### config.mk
export PLATFORM = sky130hd
export DESIGN_NAME = ofm_requant_writer
export DESIGN_NICKNAME = d
export VERILOG_FILES = /design/src/rtl/ofm_requant_writer.sv
export SDC_FILE = /design/constraint.sdc
export NUM_CORES = 1
export LEC_CHECK = 0
export CAP_MARGIN = 20
export CELL_PAD_IN_SITES_DETAIL_PLACEMENT = 0
export CELL_PAD_IN_SITES_GLOBAL_PLACEMENT = 1
export CORE_UTILIZATION = 50
export DETAILED_ROUTE_END_ITERATION = 16
export DONT_BUFFER_PORTS = 1
export PLACE_DENSITY = 0.83
export REMOVE_ABC_BUFFERS = 1
export SLEW_MARGIN = 20
export SYNTH_ARGS = -nofsm -noshare
export SYNTH_HDL_FRONTEND = slang
export SYNTH_SLANG_ARGS = --single-unit
### constraint.sdc
create_clock -name clk -period 5.17 [get_ports clk]
set_clock_uncertainty 0.2 [all_clocks]
set_input_delay 0.2585 -clock clk [delete_from_list [all_inputs] [get_ports clk]]
set_output_delay 0.2585 -clock clk [all_outputs]
set_load 0.02 [all_outputs]
### src/rtl/ofm_requant_writer.sv
// ofm_requant_writer
// Takes signed convolution results, rounds and right-shifts them, saturates
// them to the output word width and writes them to the output-feature-map
// memory. Addresses come from col/row/ch counters in CHW or HWC order.
// Two-stage pipeline: stage 1 rounds/shifts and captures the address,
// stage 2 saturates and drives the memory write port.
module ofm_requant_writer #(
  parameter int DATA_WIDTH = 48,
  parameter int OUT_WIDTH  = 16,
  parameter int OFM_SIZE   = 64,
  parameter int CO         = 8,
  parameter int SHIFT      = 8,
  parameter int LAYOUT     = 0,
  localparam int ADDR_W    = $clog2(OFM_SIZE*OFM_SIZE*CO)
) (
  input  logic                  clk,
  input  logic                  rst,
  input  logic                  start,
  input  logic                  in_valid,
  input  logic [DATA_WIDTH-1:0] in_data,
  output logic                  wr_en,
  output logic [ADDR_W-1:0]     wr_addr,
  output logic [OUT_WIDTH-1:0]  wr_data,
  output logic                  busy,
  output logic                  done,
  output logic [15:0]           sat_cnt,
  output logic                  err_overrun
);

  localparam int POS_W = (OFM_SIZE > 1) ? $clog2(OFM_SIZE) : 1;
  localparam int CH_W  = (CO > 1) ? $clog2(CO) : 1;
  localparam int EXT_W = DATA_WIDTH + 1;

  localparam logic [1:0] ST_IDLE  = 2'd0;
  localparam logic [1:0] ST_RUN   = 2'd1;
  localparam logic [1:0] ST_FLUSH = 2'd2;
  localparam logic [1:0] ST_DONE  = 2'd3;

  localparam logic [POS_W-1:0] POS_LAST = POS_W'(OFM_SIZE - 1);
  localparam logic [CH_W-1:0]  CH_LAST  = CH_W'(CO - 1);

  // Half an LSB of the shifted result; zero when no shift is applied.
  localparam logic signed [EXT_W-1:0] RND =
    (SHIFT > 0) ? (EXT_W'(1) << ((SHIFT > 0) ? (SHIFT - 1) : 0)) : {EXT_W{1'b0}};
  localparam logic signed [EXT_W-1:0] SAT_MAX =
    {{(EXT_W-OUT_WIDTH+1){1'b0}}, {(OUT_WIDTH-1){1'b1}}};
  localparam logic signed [EXT_W-1:0] SAT_MIN =
    {{(EXT_W-OUT_WIDTH+1){1'b1}}, {(OUT_WIDTH-1){1'b0}}};

  // Clip to the signed output range; MSB of the result flags a clip.
  function automatic logic [OUT_WIDTH:0] sat_fn(input logic signed [EXT_W-1:0] v);
    logic [OUT_WIDTH:0] r;
    if (v > SAT_MAX) begin
      r = {1'b1, SAT_MAX[OUT_WIDTH-1:0]};
    end else if (v < SAT_MIN) begin
      r = {1'b1, SAT_MIN[OUT_WIDTH-1:0]};
    end else begin
      r = {1'b0, v[OUT_WIDTH-1:0]};
    end
    return r;
  endfunction

  logic [1:0]               state_r;
  logic [1:0]               state_next_s;
  logic [POS_W-1:0]         col_r;
  logic [POS_W-1:0]         row_r;
  logic [CH_W-1:0]          ch_r;
  logic                     s1_valid_r;
  logic signed [EXT_W-1:0]  s1_val_r;
  logic [ADDR_W-1:0]        s1_addr_r;
  logic signed [EXT_W-1:0]  ext_s;
  logic signed [EXT_W-1:0]  rnd_s;
  logic [ADDR_W-1:0]        addr_s;
  logic [OUT_WIDTH:0]       sat_s;
  logic                     accept_s;
  logic                     last_s;
  logic                     start_s;
  logic                     overrun_s;

  // Acceptance, last-sample, arming and overrun decode.
  always_comb begin
    start_s   = start && (state_r == ST_IDLE);
    accept_s  = in_valid && (state_r == ST_RUN);
    overrun_s = in_valid && (state_r != ST_RUN);
    last_s    = accept_s && (col_r == POS_LAST) && (row_r == POS_LAST) && (ch_r == CH_LAST);
  end

  // Stage-1 arithmetic: sign-extend, add rounding constant, arithmetic shift.
  always_comb begin
    ext_s = {in_data[DATA_WIDTH-1], in_data};
    rnd_s = (ext_s + RND) >>> SHIFT;
  end

  // Memory address from the counters as they stand when the sample is accepted.
  always_comb begin
    if (LAYOUT == 0) begin
      addr_s = ADDR_W'(ch_r) * ADDR_W'(OFM_SIZE*OFM_SIZE)
             + ADDR_W'(row_r) * ADDR_W'(OFM_SIZE) + ADDR_W'(col_r);
    end else begin
      addr_s = (ADDR_W'(row_r) * ADDR_W'(OFM_SIZE) + ADDR_W'(col_r)) * ADDR_W'(CO)
             + ADDR_W'(ch_r);
    end
  end

  // Stage-2 saturation of the registered stage-1 value.
  always_comb begin
    sat_s = sat_fn(s1_val_r);
  end

  // Next-state logic; the single FLUSH cycle moves the final sample into the
  // output register, so done rises together with the last write strobe.
  always_comb begin
    state_next_s = state_r;
    case (state_r)
      ST_IDLE: begin
        if (start) state_next_s = ST_RUN;
        else       state_next_s = ST_IDLE;
      end
      ST_RUN: begin
        if (last_s) state_next_s = ST_FLUSH;
        else        state_next_s = ST_RUN;
      end
      ST_FLUSH: state_next_s = ST_DONE;
      ST_DONE:  state_next_s = ST_IDLE;
      default:  state_next_s = ST_IDLE;
    endcase
  end

  // State register with registered busy/done decoded from the next state.
  always_ff @(posedge clk) begin
    if (rst) begin
      state_r <= ST_IDLE;
      busy    <= 1'b0;
      done    <= 1'b0;
    end else begin
      state_r <= state_next_s;
      busy    <= (state_next_s == ST_RUN) || (state_next_s == ST_FLUSH);
      done    <= (state_next_s == ST_DONE);
    end
  end

  // col/row/ch position counters, advanced once per accepted sample.
  always_ff @(posedge clk) begin
    if (rst || start_s) begin
      col_r <= {POS_W{1'b0}};
      row_r <= {POS_W{1'b0}};
      ch_r  <= {CH_W{1'b0}};
    end else if (accept_s) begin
      if (col_r == POS_LAST) begin
        col_r <= {POS_W{1'b0}};
        if (row_r == POS_LAST) begin
          row_r <= {POS_W{1'b0}};
          ch_r  <= ch_r + CH_W'(1);
        end else begin
          row_r <= row_r + POS_W'(1);
        end
      end else begin
        col_r <= col_r + POS_W'(1);
      end
    end
  end

  // Stage-1 pipeline register: rounded value and its address travel together.
  always_ff @(posedge clk) begin
    if (rst) begin
      s1_valid_r <= 1'b0;
      s1_val_r   <= {EXT_W{1'b0}};
      s1_addr_r  <= {ADDR_W{1'b0}};
    end else begin
      s1_valid_r <= accept_s;
      if (accept_s) begin
        s1_val_r  <= rnd_s;
        s1_addr_r <= addr_s;
      end
    end
  end

  // Stage-2 output register driving the memory write port.
  always_ff @(posedge clk) begin
    if (rst) begin
      wr_en   <= 1'b0;
      wr_addr <= {ADDR_W{1'b0}};
      wr_data <= {OUT_WIDTH{1'b0}};
    end else begin
      wr_en <= s1_valid_r;
      if (s1_valid_r) begin
        wr_addr <= s1_addr_r;
        wr_data <= sat_s[OUT_WIDTH-1:0];
      end
    end
  end

  // Saturation counter (holds at all-ones) and sticky overrun flag, per layer.
  always_ff @(posedge clk) begin
    if (rst || start_s) begin
      sat_cnt     <= 16'd0;
      err_overrun <= 1'b0;
    end else begin
      if (s1_valid_r && sat_s[OUT_WIDTH] && (sat_cnt != 16'hFFFF)) begin
        sat_cnt <= sat_cnt + 16'd1;
      end
      if (overrun_s) begin
        err_overrun <= 1'b1;
      end
    end
  end

endmodule

==> summary.txt <==
H-Tree Depth: 4
Slew headroom: 0.3190
final max-slew violation count: 0
max-cap violations: 0
die footprint: 0.01208 mm2
Syn Std Cell Area: 0.005822 mm2
Least-Margin Pin Slew: 1.021 ns
CTS sink count: 125
Setup-failing EPs final: 0
EDFF count, synth: 0
Nets: 805
Critical Path AT: 3.67 ns
Fmax achieved: 0.2844 GHz
Final Cycle Share: 0.6801
Port Buffers: 0
wire length per cell: 16.38 um
DP HPWL: 9.084 mm
CTS tree: built
Antenna Nets Post-Route: 0
sequential area share after synthesis: 0.4298
Util after Layout: 0.6200
Sum Neg Setup Slack: 0 ns
share of cells above drive strength 1: 0.05277
Main synth FF type: dfxtp_1
initial core utilization: 0.5121
die extent in y: 109.9 um
R2R setup slack: 2.00 ns
critical path required time: 5.32 ns
vias post-DR: 5318
DP Area: 0.005869 mm2
nature of the critical path endpoint: flip-flop
Layout area overhead: 21.08%
Via-to-Cell Ratio: 5.902
worst-path maximum fanout: 13
area of the core: 0.01137 mm2
Startpoint Class: primary input
Reg clk slew, reported paths: 0.05 ns
num rows: 39
All-Layer GR Usage: 0.2554
Clock Latency Late Sink: 0.41 ns
status: complete, no violations
met3 WL: 1.026 mm
met1 WL: 6.664 mm
initial antenna violation count: 0
HP Class: primary input to flip-flop
I/O Pins: 103
postcts setup bufs: 0
leak pwr: 0.002335 uW
DRT iter0 DRCs: 357
final instance area: 0.007049 mm2
Die W: 109.9 um
most common cell after layout, fill and taps aside: dfxtp_1
first drt pass iteration count: 6
DR top layer: met4
pre-CTS setup slack: 2.488 ns
commonest non-fill, non-tap cells in the layout: dfxtp_1, nor2_1, nand2_1
DRT Wirelength: 14.76 mm
WL met2: 6.882 mm
Peak VDD IR: 0.2438 mV
GP Congestion: 0.8144
GRT overflow: 0
DR DRC count: 0
Synthesis Warnings: 0
Antenna diodes: 0
min Tclk post-route: 3.516 ns
largest net degree at the start of global routing: 96
Final Hold Viols: 0
WS Path Type: primary input to flip-flop
Mapped Avg Cell Area: 8.270 um2
Power Density: 330.7 mW/mm2
R2R cell count: 7
Netlist cell types: 50
Final WS setup: 1.654 ns
Root Buffer: clkbuf_16
hold path depth: 4
first-pass GRT wire length: 23.93 mm
CTS Buf Count: 17
async set-reset flop share out of synthesis: 0
unrepaired setup endpoints after global routing: false
vias in the first global route: 5100
post-synthesis register bit count: 125
Syn Inst Count: 704
Max clock buf depth: 2
[worst paths after layout]
kind            startpoint       endpoint
max             in_data[8]   s1_val_r[37]
min reg2reg  s1_addr_r[11]  s1_addr_r[11]
max reg2reg     state_r[0]   s1_val_r[37]
min            in_data[22]   s1_val_r[15]
[critical path: stages]
cell and delay (ns):
dlygate4sd3_1 0.55, ha_1 0.23, and2_1 0.19, nand4_1 0.55, nor2_1 0.38, a311oi_1 0.13, dlygate4sd3_1 0.57, nor4_1 0.24
dlygate4sd3_1 0.57
[final cells by class]
class | instances | area [um2]
Fill cell | 996 | 4320
Inverter | 11 | 41.29
Clock inverter | 9 | 95.09
Tap cell | 143 | 178.9
Multi-Input combinational cell | 525 | 3117
Sequential cell | 125 | 2502
Timing Repair Buffer | 66 | 660.6
Clock buffer | 22 | 454.2
[per-stage QoR]
stage                     total power [uW]  hold slack [ns]  std cells
final                                 2331        0.0003792        901
after detailed placement              1178           0.1413        808
after floorplan                       1144           0.1252        661
after global routing                  2415          0.04557        901
after CTS                             2345         0.008711        899
after global placement                1173           0.1397        808
[what timing repair did]
action / CTS / global route
endpoints found under the hold margin: 94 / 0
gates resized for setup: 0 / 0
hold buffers: 60 / 0
[cell usage after synthesis (all sizes together), types with 2 or more instances]
cell | number | area, um2
and4 | 8 | 70.07
nand3 | 32 | 160.2
a311oi | 8 | 70.07
o211ai | 2 | 15.01
a211oi | 46 | 345.3
inv | 11 | 41.29
or3 | 10 | 62.56
o21ai | 8 | 40.04
buf | 3 | 12.51
or4 | 10 | 75.07
dfxtp | 125 | 2502
xnor2 | 26 | 227.7
or2 | 2 | 15.02
a21oi | 33 | 165.2
nand2b | 5 | 31.28
a31o | 2 | 17.52
o31ai | 8 | 60.06
nor2b | 6 | 37.54
nor4 | 21 | 131.4
clkbuf | 40 | 150.1
a41oi | 4 | 35.03
and3 | 10 | 62.56
and2 | 5 | 31.28
nand4 | 27 | 175.2
nor2 | 95 | 356.6
a31oi | 3 | 18.77
ha | 7 | 87.58
xor2 | 9 | 78.83
nand2 | 84 | 315.3
mux2i | 20 | 200.2
nor3 | 18 | 90.09
[layer usage]
layer / track usage / vias to the layer above
met5: 0 / -
met4: 0.09333 / 0
met3: 0.07350 / 17
met2: 0.4272 / 148
met1: 0.3099 / 2501
li1: - / 2652
[flip-flops by register name, summed over array words and instances, names as in the netlist]
signal and cells:
s1_val_r 41, sat_cnt 16, wr_data 16, s1_addr_r 15, wr_addr 15, col_r 6
row_r 6, ch_r 3, state_r 2, busy 1, done 1, err_overrun 1
s1_valid_r 1, wr_en 1
[report_power, final]
part | internal (uW) | switching [uW] | total, uW
logic | 85.4 | 107 | 193
clock network | 711 | 402 | 1110
registers | 995 | 30.3 | 1030
total | 1790 | 539 | 2330
[kinds of logic (layout without fill, tap and decap cells)]
family	after synthesis	in the layout	synth area share
buf+inv	54	108	0.03503
flops	125	125	0.4298
simple gates	337	337	0.2833
fa+ha+maj	7	7	0.01504
xor+xnor	35	35	0.05266
compound gates	126	126	0.1498
mux	20	20	0.03439
Note: power is estimated with default switching activity, not from simulation.
